===== config.mk =====
export PLATFORM = sky130hd
export DESIGN_NAME = mux3_arbiter
export DESIGN_NICKNAME = d
export VERILOG_FILES = /design/src/rtl/mux3_arbiter.sv
export SDC_FILE = /design/constraint.sdc
export NUM_CORES = 1
export LEC_CHECK = 0
export CAP_MARGIN = 20
export CORE_AREA = 8 8 45 47
export DETAILED_ROUTE_END_ITERATION = 8
export DIE_AREA = 0 0 53 55
export GPL_TIMING_DRIVEN = 0
export PLACE_DENSITY_LB_ADDON = 0.15
export SYNTH_ARGS = -nofsm -noshare
export SYNTH_HDL_FRONTEND = slang
export SYNTH_SLANG_ARGS = --single-unit

===== constraint.sdc =====
create_clock -name clk -period 1.6 [get_ports clk]
set_clock_uncertainty 0.15 [all_clocks]
set_input_delay 0.4 -clock clk [delete_from_list [all_inputs] [get_ports clk]]
set_output_delay 0.4 -clock clk [all_outputs]
set_load 0.005 [all_outputs]

===== src/rtl/mux3_arbiter.sv =====
// Round-robin arbiter for three requesters sharing a 3:1 mux; registered grant, select and data.
// Define MUX3ARB_TIMEOUT_EN to force a grant hand-off after HOLD_MAX cycles when others wait.
module mux3_arbiter #(
    parameter int unsigned W        = 1,
    parameter int unsigned HOLD_MAX = 8
) (
    input  logic         clk,
    input  logic         rst_n,
    input  logic [2:0]   req,
    input  logic [W-1:0] x1,
    input  logic [W-1:0] x2,
    input  logic [W-1:0] x3,
    output logic [2:0]   gnt,
    output logic         s0,
    output logic         s1,
    output logic [W-1:0] f,
    output logic         valid
);

    typedef enum logic {StIdle, StGrant} state_e;

    state_e       state_q, state_d;
    logic [1:0]   ptr_q, ptr_d;
    logic [2:0]   gnt_d;
    logic         s0_d, s1_d, valid_d;
    logic [W-1:0] f_d;

    logic [2:0]   req_srch;
    logic [1:0]   ord1, ord2, win;
    logic         found, keep, expire, new_grant;

    function automatic logic [1:0] inc3(input logic [1:0] p);
        return (p == 2'd2) ? 2'd0 : p + 2'd1;
    endfunction

`ifdef MUX3ARB_TIMEOUT_EN
    logic [7:0] cnt_q, cnt_d;

    // Only hand off on expiry when someone else is actually waiting.
    assign expire = (state_q == StGrant) && (cnt_q == 8'(HOLD_MAX)) && |(req & ~gnt);
`else
    logic [7:0] unused_hold;

    assign unused_hold = 8'(HOLD_MAX);
    assign expire      = 1'b0;
`endif

    // On expiry the owner is excluded so the search lands on a waiting requester.
    assign req_srch = expire ? (req & ~gnt) : req;
    assign keep     = (state_q == StGrant) && req[ptr_q] && !expire;

    always_comb begin
        ord1  = inc3(ptr_q);
        ord2  = inc3(ord1);
        found = 1'b0;
        win   = ptr_q;
        if (req_srch[ord1]) begin
            found = 1'b1;
            win   = ord1;
        end else if (req_srch[ord2]) begin
            found = 1'b1;
            win   = ord2;
        end else if (req_srch[ptr_q]) begin
            found = 1'b1;
            win   = ptr_q;
        end
    end

    always_comb begin
        state_d   = state_q;
        ptr_d     = ptr_q;
        gnt_d     = gnt;
        new_grant = 1'b0;
        if (keep) begin
            state_d = StGrant;
        end else if (found) begin
            state_d   = StGrant;
            ptr_d     = win;
            gnt_d     = 3'b001 << win;
            new_grant = 1'b1;
        end else begin
            state_d = StIdle;
            gnt_d   = 3'b000;
        end
        s1_d = gnt_d[2];
        s0_d = gnt_d[1];
    end

    // Data path follows the currently registered select, so it lags the grant by one cycle.
    always_comb begin
        valid_d = |gnt;
        f_d     = '0;
        if (valid_d) begin
            unique case ({s1, s0})
                2'b00:   f_d = x1;
                2'b01:   f_d = x2;
                2'b10:   f_d = x3;
                default: f_d = '0;
            endcase
        end
    end

`ifdef MUX3ARB_TIMEOUT_EN
    always_comb begin
        cnt_d = cnt_q;
        if (new_grant) begin
            cnt_d = 8'd1;
        end else if (state_d == StIdle) begin
            cnt_d = 8'd0;
        end else if (cnt_q < 8'(HOLD_MAX)) begin
            cnt_d = cnt_q + 8'd1;
        end
    end

    always_ff @(posedge clk or negedge rst_n) begin
        if (!rst_n) begin
            cnt_q <= 8'd0;
        end else begin
            cnt_q <= cnt_d;
        end
    end
`endif

    always_ff @(posedge clk or negedge rst_n) begin
        if (!rst_n) begin
            state_q <= StIdle;
            ptr_q   <= 2'd2;
            gnt     <= 3'b000;
            s0      <= 1'b0;
            s1      <= 1'b0;
            f       <= '0;
            valid   <= 1'b0;
        end else begin
            state_q <= state_d;
            ptr_q   <= ptr_d;
            gnt     <= gnt_d;
            s0      <= s0_d;
            s1      <= s1_d;
            f       <= f_d;
            valid   <= valid_d;
        end
    end

endmodule


==> results of run 1 <==
## state kept, by name, summed over array words and instances (netlist names)
name,cells
gnt,3
ptr_q,2
f,1
state_q,1
valid,1
## how the worst max path moves through the flow
stage	start	to	slack, ns	depth (start not counted)
global placement	req[2]	gnt[1]$_DFFE_PN0N_	-0.27	4
global route	req[1]	gnt[2]$_DFFE_PN0N_	0.004	5
floorplan	ptr_q[1]$_DFFE_PN1P_	gnt[1]$_DFFE_PN0N_	0.24	4
finish	req[1]	gnt[2]$_DFFE_PN0N_	0.08	5
detailed placement	req[2]	gnt[1]$_DFFE_PN0N_	-0.27	4
CTS	gnt[1]$_DFFE_PN0N_	gnt[1]	0.01	2
## report_power, final
group / leakage, nW / switching, mW / internal (mW)
logic: 0.230 / 0.179 / 0.230
registers: 0.0937 / 0.0267 / 0.261
clock network: 0.0150 / 0.0687 / 0.0954
total: 0.339 / 0.274 / 0.586
## worst max-delay path, delay by kind of cell
kind | cells | cell delay (ns)
buffers and inverters | 2 | 0.67
AOI/OAI and AO/OA | 3 | 0.44
## per-layer routing
layer | global-route usage (%) | vias up | wire (um)
li1 | - | 244 | -
met1 | 11.7 | 242 | 562
met2 | 12.7 | 16 | 549
met3 | 2.67 | 5 | 61
met4 | 7.76 | 0 | 36
met5 | 0 | - | 0
## cell families after synthesis
logic type	count (synthesis)
AO/OA/AOI/OAI	22
multiplexers	1
AND/OR/NAND/NOR	16
buffers and inverters	9
flip-flops	8
## cell usage in the layout (no fill, tap or decap), drive strengths merged, types with 2 or more instances in the layout
cell type | Yosys | layout
nor2 | 5 | 5
nor2b | 2 | 2
o21a | 2 | 2
o2bb2ai | 2 | 2
nand2 | 4 | 4
clkdlybuf4s50 | 0 | 5
a31oi | 2 | 2
inv | 2 | 2
dfrtp | 7 | 7
buf | 7 | 13
dlygate4sd2 | 0 | 6
a22o | 2 | 2
o21ai | 6 | 6
a21oi | 4 | 4
clkbuf | 0 | 4
## synthesized netlist by cell type, drive strengths merged
cell type and number:
a211o 1, nand3b 1, dfstp 1, mux2i 1, o32ai 1, buf 7, nand2b 1, a21oi 4
nor2 5, nor2b 2, a32o 1, o2bb2ai 2, o21ai 6, a31oi 2, dfrtp 7, or3 1
o21a 2, inv 2, nand2 4, and3b 1, o22ai 1, a22o 2, nor3b 1
## area by class of cell
| class | count | area (sq um) | share of cell area [%] |
|---|---|---|---|
| buffer | 7 | 52.6 | 7.22 |
| clock buffer | 4 | 26.3 | 3.61 |
| tap | 16 | 20.0 | 2.75 |
| multi-input combinational | 39 | 262 | 35.9 |
| inverter | 2 | 7.51 | 1.03 |
| timing repair buffer | 18 | 158 | 21.6 |
| sequential | 8 | 203 | 27.8 |
## what timing repair did
action,in CTS,in global routing
buffers inserted,4,1
resized for setup,9,1
setup endpoints to repair,8,1
## per-stage QoR
step,instances,worst slack [ns]
final,94,0.0773
after detailed placement,85,-0.275
after CTS,93,0.0121
after floorplan,56,0.242
after global routing,94,0.00428
after global placement,85,-0.275
==> flow_summary.yaml, run 1 <==
outcome:
  status: "completed"
setup_path:
  worstSetupEndpointType: "flop"
  rrSetupSlack_ns: 0.14
  crit_slowest_cell: "clkdlybuf4s50_1"
  cp.required_ns: 1.59
  reg2reg_to: "gnt[1]$_DFFE_PN0N_"
  critPathKind: "input port to flop"
  cp_max_fo: 10
  cp.arrival_ns: 1.51
  r2r-start: "ptr_q[1]$_DFFE_PN1P_"
  rr_worst_depth: 4
  worst_path_largest_cell_delay_ns: 0.47
  cp_cell_sequence: "clkdlybuf4s50_1 > buf_2 > o21a_1 > o32ai_1 > a22o_1"
  crit_path_start_kind: "input port"
logic_synthesis:
  synth-xor-area-share_pct: 0
  yosys_warnings: 0
  synth_top_family_by_area: "compound AO/OA/AOI/OAI gates"
  yosys-top-cells-area: "dfrtp_1 (33%), nor2b_4 (5.3%), dfstp_2 (5.0%)"
  synthesis.area_sq_um: 523
  ys_seq_area_share_pct: 38.5
  yosysUniqueCellTypes: 29
  syn_nets: 64
  ys_seq_elements: 8
  synth-simple-area-share_pct: 18.7
  netlist.area_leader.share_pct: 33.5
  synth.area.mux_share_pct: 1.91
  synthCells: 56
  synth_fa_ha_area_share_pct: 0
  avgSynthCellArea_sq_um: 9.34
  synth_compound_area_share_pct: 29.4
  synth_area_leader_cell: "dfrtp_1"
finish:
  antenna_cells: 0
  nFillCells: 146
  final_nets: 87
  design_area_sq_um: 728
  fin_util_pct: 52.6
  final_layout_size_suffix_gt1_share_pct: 29.5
  syn_to_final_growth_pct: 39.2
floorplan:
  die_area_sq_um: 2920
  coreArea_sq_um: 1380
  rows: 14
  io_pins: 15
  die_width_um: 53
  die_y_um: 55
  initial_utilization_pct: 37.8
clocking:
  clock_path_buffers: 2
  cts_inserted_buffers: 3
  h-tree-depth: 1
  postCtsHoldBufs: 0
  clock-sinks: 8
  cts_tree: "done"
  cts_root_buf: "clkbuf_4"
  clkSlewWorstSetupHoldPaths_ns: 0.06
  insertion_delay_ns: 0.25
routing:
  routed_wl_um: 1210
  via_count: 507
  ant_nets: 0
  firstDrtPassIters: 4
  viasPerCell: 5.39
  wl_per_cell_um: 12.9
  drt_iter0_drc: 8
  drc_errors: 0
sta:
  max_freq_ghz: 0.657
  slew_headroom_pct: 76.8
  rsz0062_at_grt: "no"
  worst_pin_slew_ns: 0.347
  period_share_pct: 95.2
  fin_hold_ws_ns: 0.268
  min_period_ns: 1.52
  hold_viol: 0
  tns_ns: 0
  drv_slew: 0
  final-setup-viol-count: 0
global_route:
  grt_pass1_vias: 429
  grt_overflow_total: 0
  grt_antenna_before_repair: 0
  grt_pass1_wl_um: 1970
  grt.total_usage_pct: 9.29
  grt_max_degree: 11
placement:
  dpl-instance-area_sq_um: 673
  dp_hpwl_um: 821
  portBuffers: 13
  gp_congestion: 0.793
power_and_ir_drop:
  peakVddDrop_uv: 343
  power_density_nw_per_um2: 1180
  p_total_mw: 0.860
  p_leak_nw: 0.339
run:
  cap_violations: 0
min_path:
  min_path_type: "input port to asynchronous set/reset pin"
Power figures use the tool's default switching activity.
==> run 2: changes to the inputs <==
--- a/config.mk
+++ b/config.mk
@@ -11,6 +11,7 @@
 export DIE_AREA = 0 0 53 55
 export GPL_TIMING_DRIVEN = 0
 export PLACE_DENSITY_LB_ADDON = 0.15
+export SKIP_CTS_REPAIR_TIMING = 1
 export SYNTH_ARGS = -nofsm -noshare
 export SYNTH_HDL_FRONTEND = slang
 export SYNTH_SLANG_ARGS = --single-unit
==> run 2 against run 1 <==
Against the previous run:
- critical path depth is 2 lower
- register-to-register slack hardly changed
- largest cell class unchanged
- sequential share of layout area is 1.0 points lower
- setup slack worse by 0.060 ns
- highest routed layer unchanged
- global-route usage is 0.44 points lower
- critical endpoint is now gnt[1]
- clock-buffer cell count stayed put
- power is 3.3% higher
- first-iteration DRC count is 25% higher
- non-clock buffer count is 1 higher
==> flow_summary.yaml, run 2 (synthesis results as in run 1) <==
outcome:
  status: "completed"
floorplan:
  die_area_sq_um: 2920
  coreArea_sq_um: 1380
  initial_utilization_pct: 37.8
  die_y_um: 55
  die_width_um: 53
  io_pins: 15
  rows: 14
finish:
  final_layout_size_suffix_gt1_share_pct: 31.6
  design_area_sq_um: 756
  regMostFlops: "gnt"
  instances_no_fill: 95
  final_nets: 88
  final_common_cell: "buf_4"
  final_cell_mix: "buf_4 (10), dfrtp_1 (6), dlymetal6s2s_1 (6), nor2_1 (5), clkdlybuf4s50_1 (5)"
  antenna_cells: 0
  reg_top3: "gnt: 3 flops, ptr_q: 2 flops"
  largest_reg_flops: 3
  syn_to_final_growth_pct: 44.5
clocking:
  clkSlewWorstSetupHoldPaths_ns: 0.06
  h-tree-depth: 1
  clock_path_buffers: 2
  clock-sinks: 8
  insertion_delay_ns: 0.25
  cts_inserted_buffers: 3
  cts_tree: "done"
  cts_root_buf: "clkbuf_4"
setup_path:
  critPathKind: "flop to output port"
  cp-endpoint: "gnt[1]"
  cp.required_ns: 1.05
  cp_max_fo: 4
  cp.arrival_ns: 1.03
  worstSetupEndpointType: "output port"
  rr_worst_depth: 4
  crit_path_start_kind: "flop"
  reg2reg_to: "gnt[1]$_DFFE_PN0N_"
  rrSetupSlack_ns: 0.15
  critPathLaunch: "gnt[1]$_DFFE_PN0N_"
  r2r-start: "ptr_q[1]$_DFFE_PN1P_"
placement:
  portBuffers: 13
  dp_hpwl_um: 821
  place_inst: 85
  dpl-instance-area_sq_um: 673
  gp_congestion: 0.793
routing:
  wl_per_cell_um: 12.9
  viasPerCell: 5.31
  via_count: 504
  ant_nets: 0
  drt_iter0_drc: 10
  drc_errors: 0
  routed_wl_um: 1230
  firstDrtPassIters: 4
global_route:
  grt_pass1_wl_um: 1880
  grt_antenna_before_repair: 0
  grt_max_degree: 11
  grt_pass1_vias: 406
  grt_overflow_total: 0
  grt.total_usage_pct: 8.85
sta:
  drv_slew: 0
  min_period_ns: 1.58
  slew_headroom_pct: 76.7
  period_share_pct: 98.9
  max_freq_ghz: 0.632
  worst_pin_slew_ns: 0.348
  hold_viol: 0
  final-setup-viol-count: 0
run:
  cap_violations: 0
power_and_ir_drop:
  power_density_nw_per_um2: 1170
  p_leak_nw: 0.403
  peakVddDrop_uv: 370
min_path:
  min_path_type: "input port to asynchronous set/reset pin"
==> run 2: cell type report <==
cell class                      instances  area (sq um)
Buffer                                  7          52.6
Multi-Input combinational cell         39           262
Tap cell                               16          20.0
Inverter                                2          7.51
Sequential cell                         8           203
Fill cell                             143           628
Clock buffer                            4          26.3
Timing Repair Buffer                   19           185
==> run 2: stage by stage <==
stage / setup slack, ns / util [%] / hold WS, ns / power (mW) / TNS [ns]
2_1_floorplan: 0.242 / - / -0.0456 / 0.517 / 0
3_3_place_gp: -0.275 / 48.6 / 0.378 / 0.685 / -1.12
3_5_place_dp: -0.275 / 48.6 / 0.368 / 0.686 / -1.07
4_1_cts: -0.278 / 50.5 / 0.277 / 0.853 / -1.10
5_1_grt: -0.0180 / 54.6 / 0.303 / 0.952 / -0.0180
6_report: 0.0171 / 54.6 / 0.268 / 0.888 / 0
==> run 2: worst max-delay path: stages (launching register included) <==
cell and delay [ns]:
dfrtp_1 0.40, buf_4 0.14, buf_4 0.12, buf_4 0.12
==> run 2: report_power, final <==
part | internal (mW) | leakage (nW) | switching [mW]
Combinational | 0.254 | 0.294 | 0.177
Sequential | 0.261 | 0.0937 | 0.0323
Clock | 0.0954 | 0.0150 | 0.0689
Total | 0.610 | 0.403 | 0.278
==> run 2: metal layers <==
metal	vias to the layer above	GRT usage [%]	share of wire [%]
li1	246	-	-
met2	14	11.1	46
met1	239	11.7	47
met4	0	7.76	2.9
met3	5	2.67	3.4
met5	-	0	0
==> run 2: worst min path at each step <==
| stage | to | slack [ns] |
|---|---|---|
| final | valid$_DFF_PN0_ | 0.27 |
| after global routing | valid$_DFF_PN0_ | 0.30 |
| after global placement | valid$_DFF_PN0_ | 0.38 |
| after floorplan | f$_DFF_PN0_ | -0.05 |
| after detailed placement | valid$_DFF_PN0_ | 0.37 |
| after CTS | valid$_DFF_PN0_ | 0.28 |
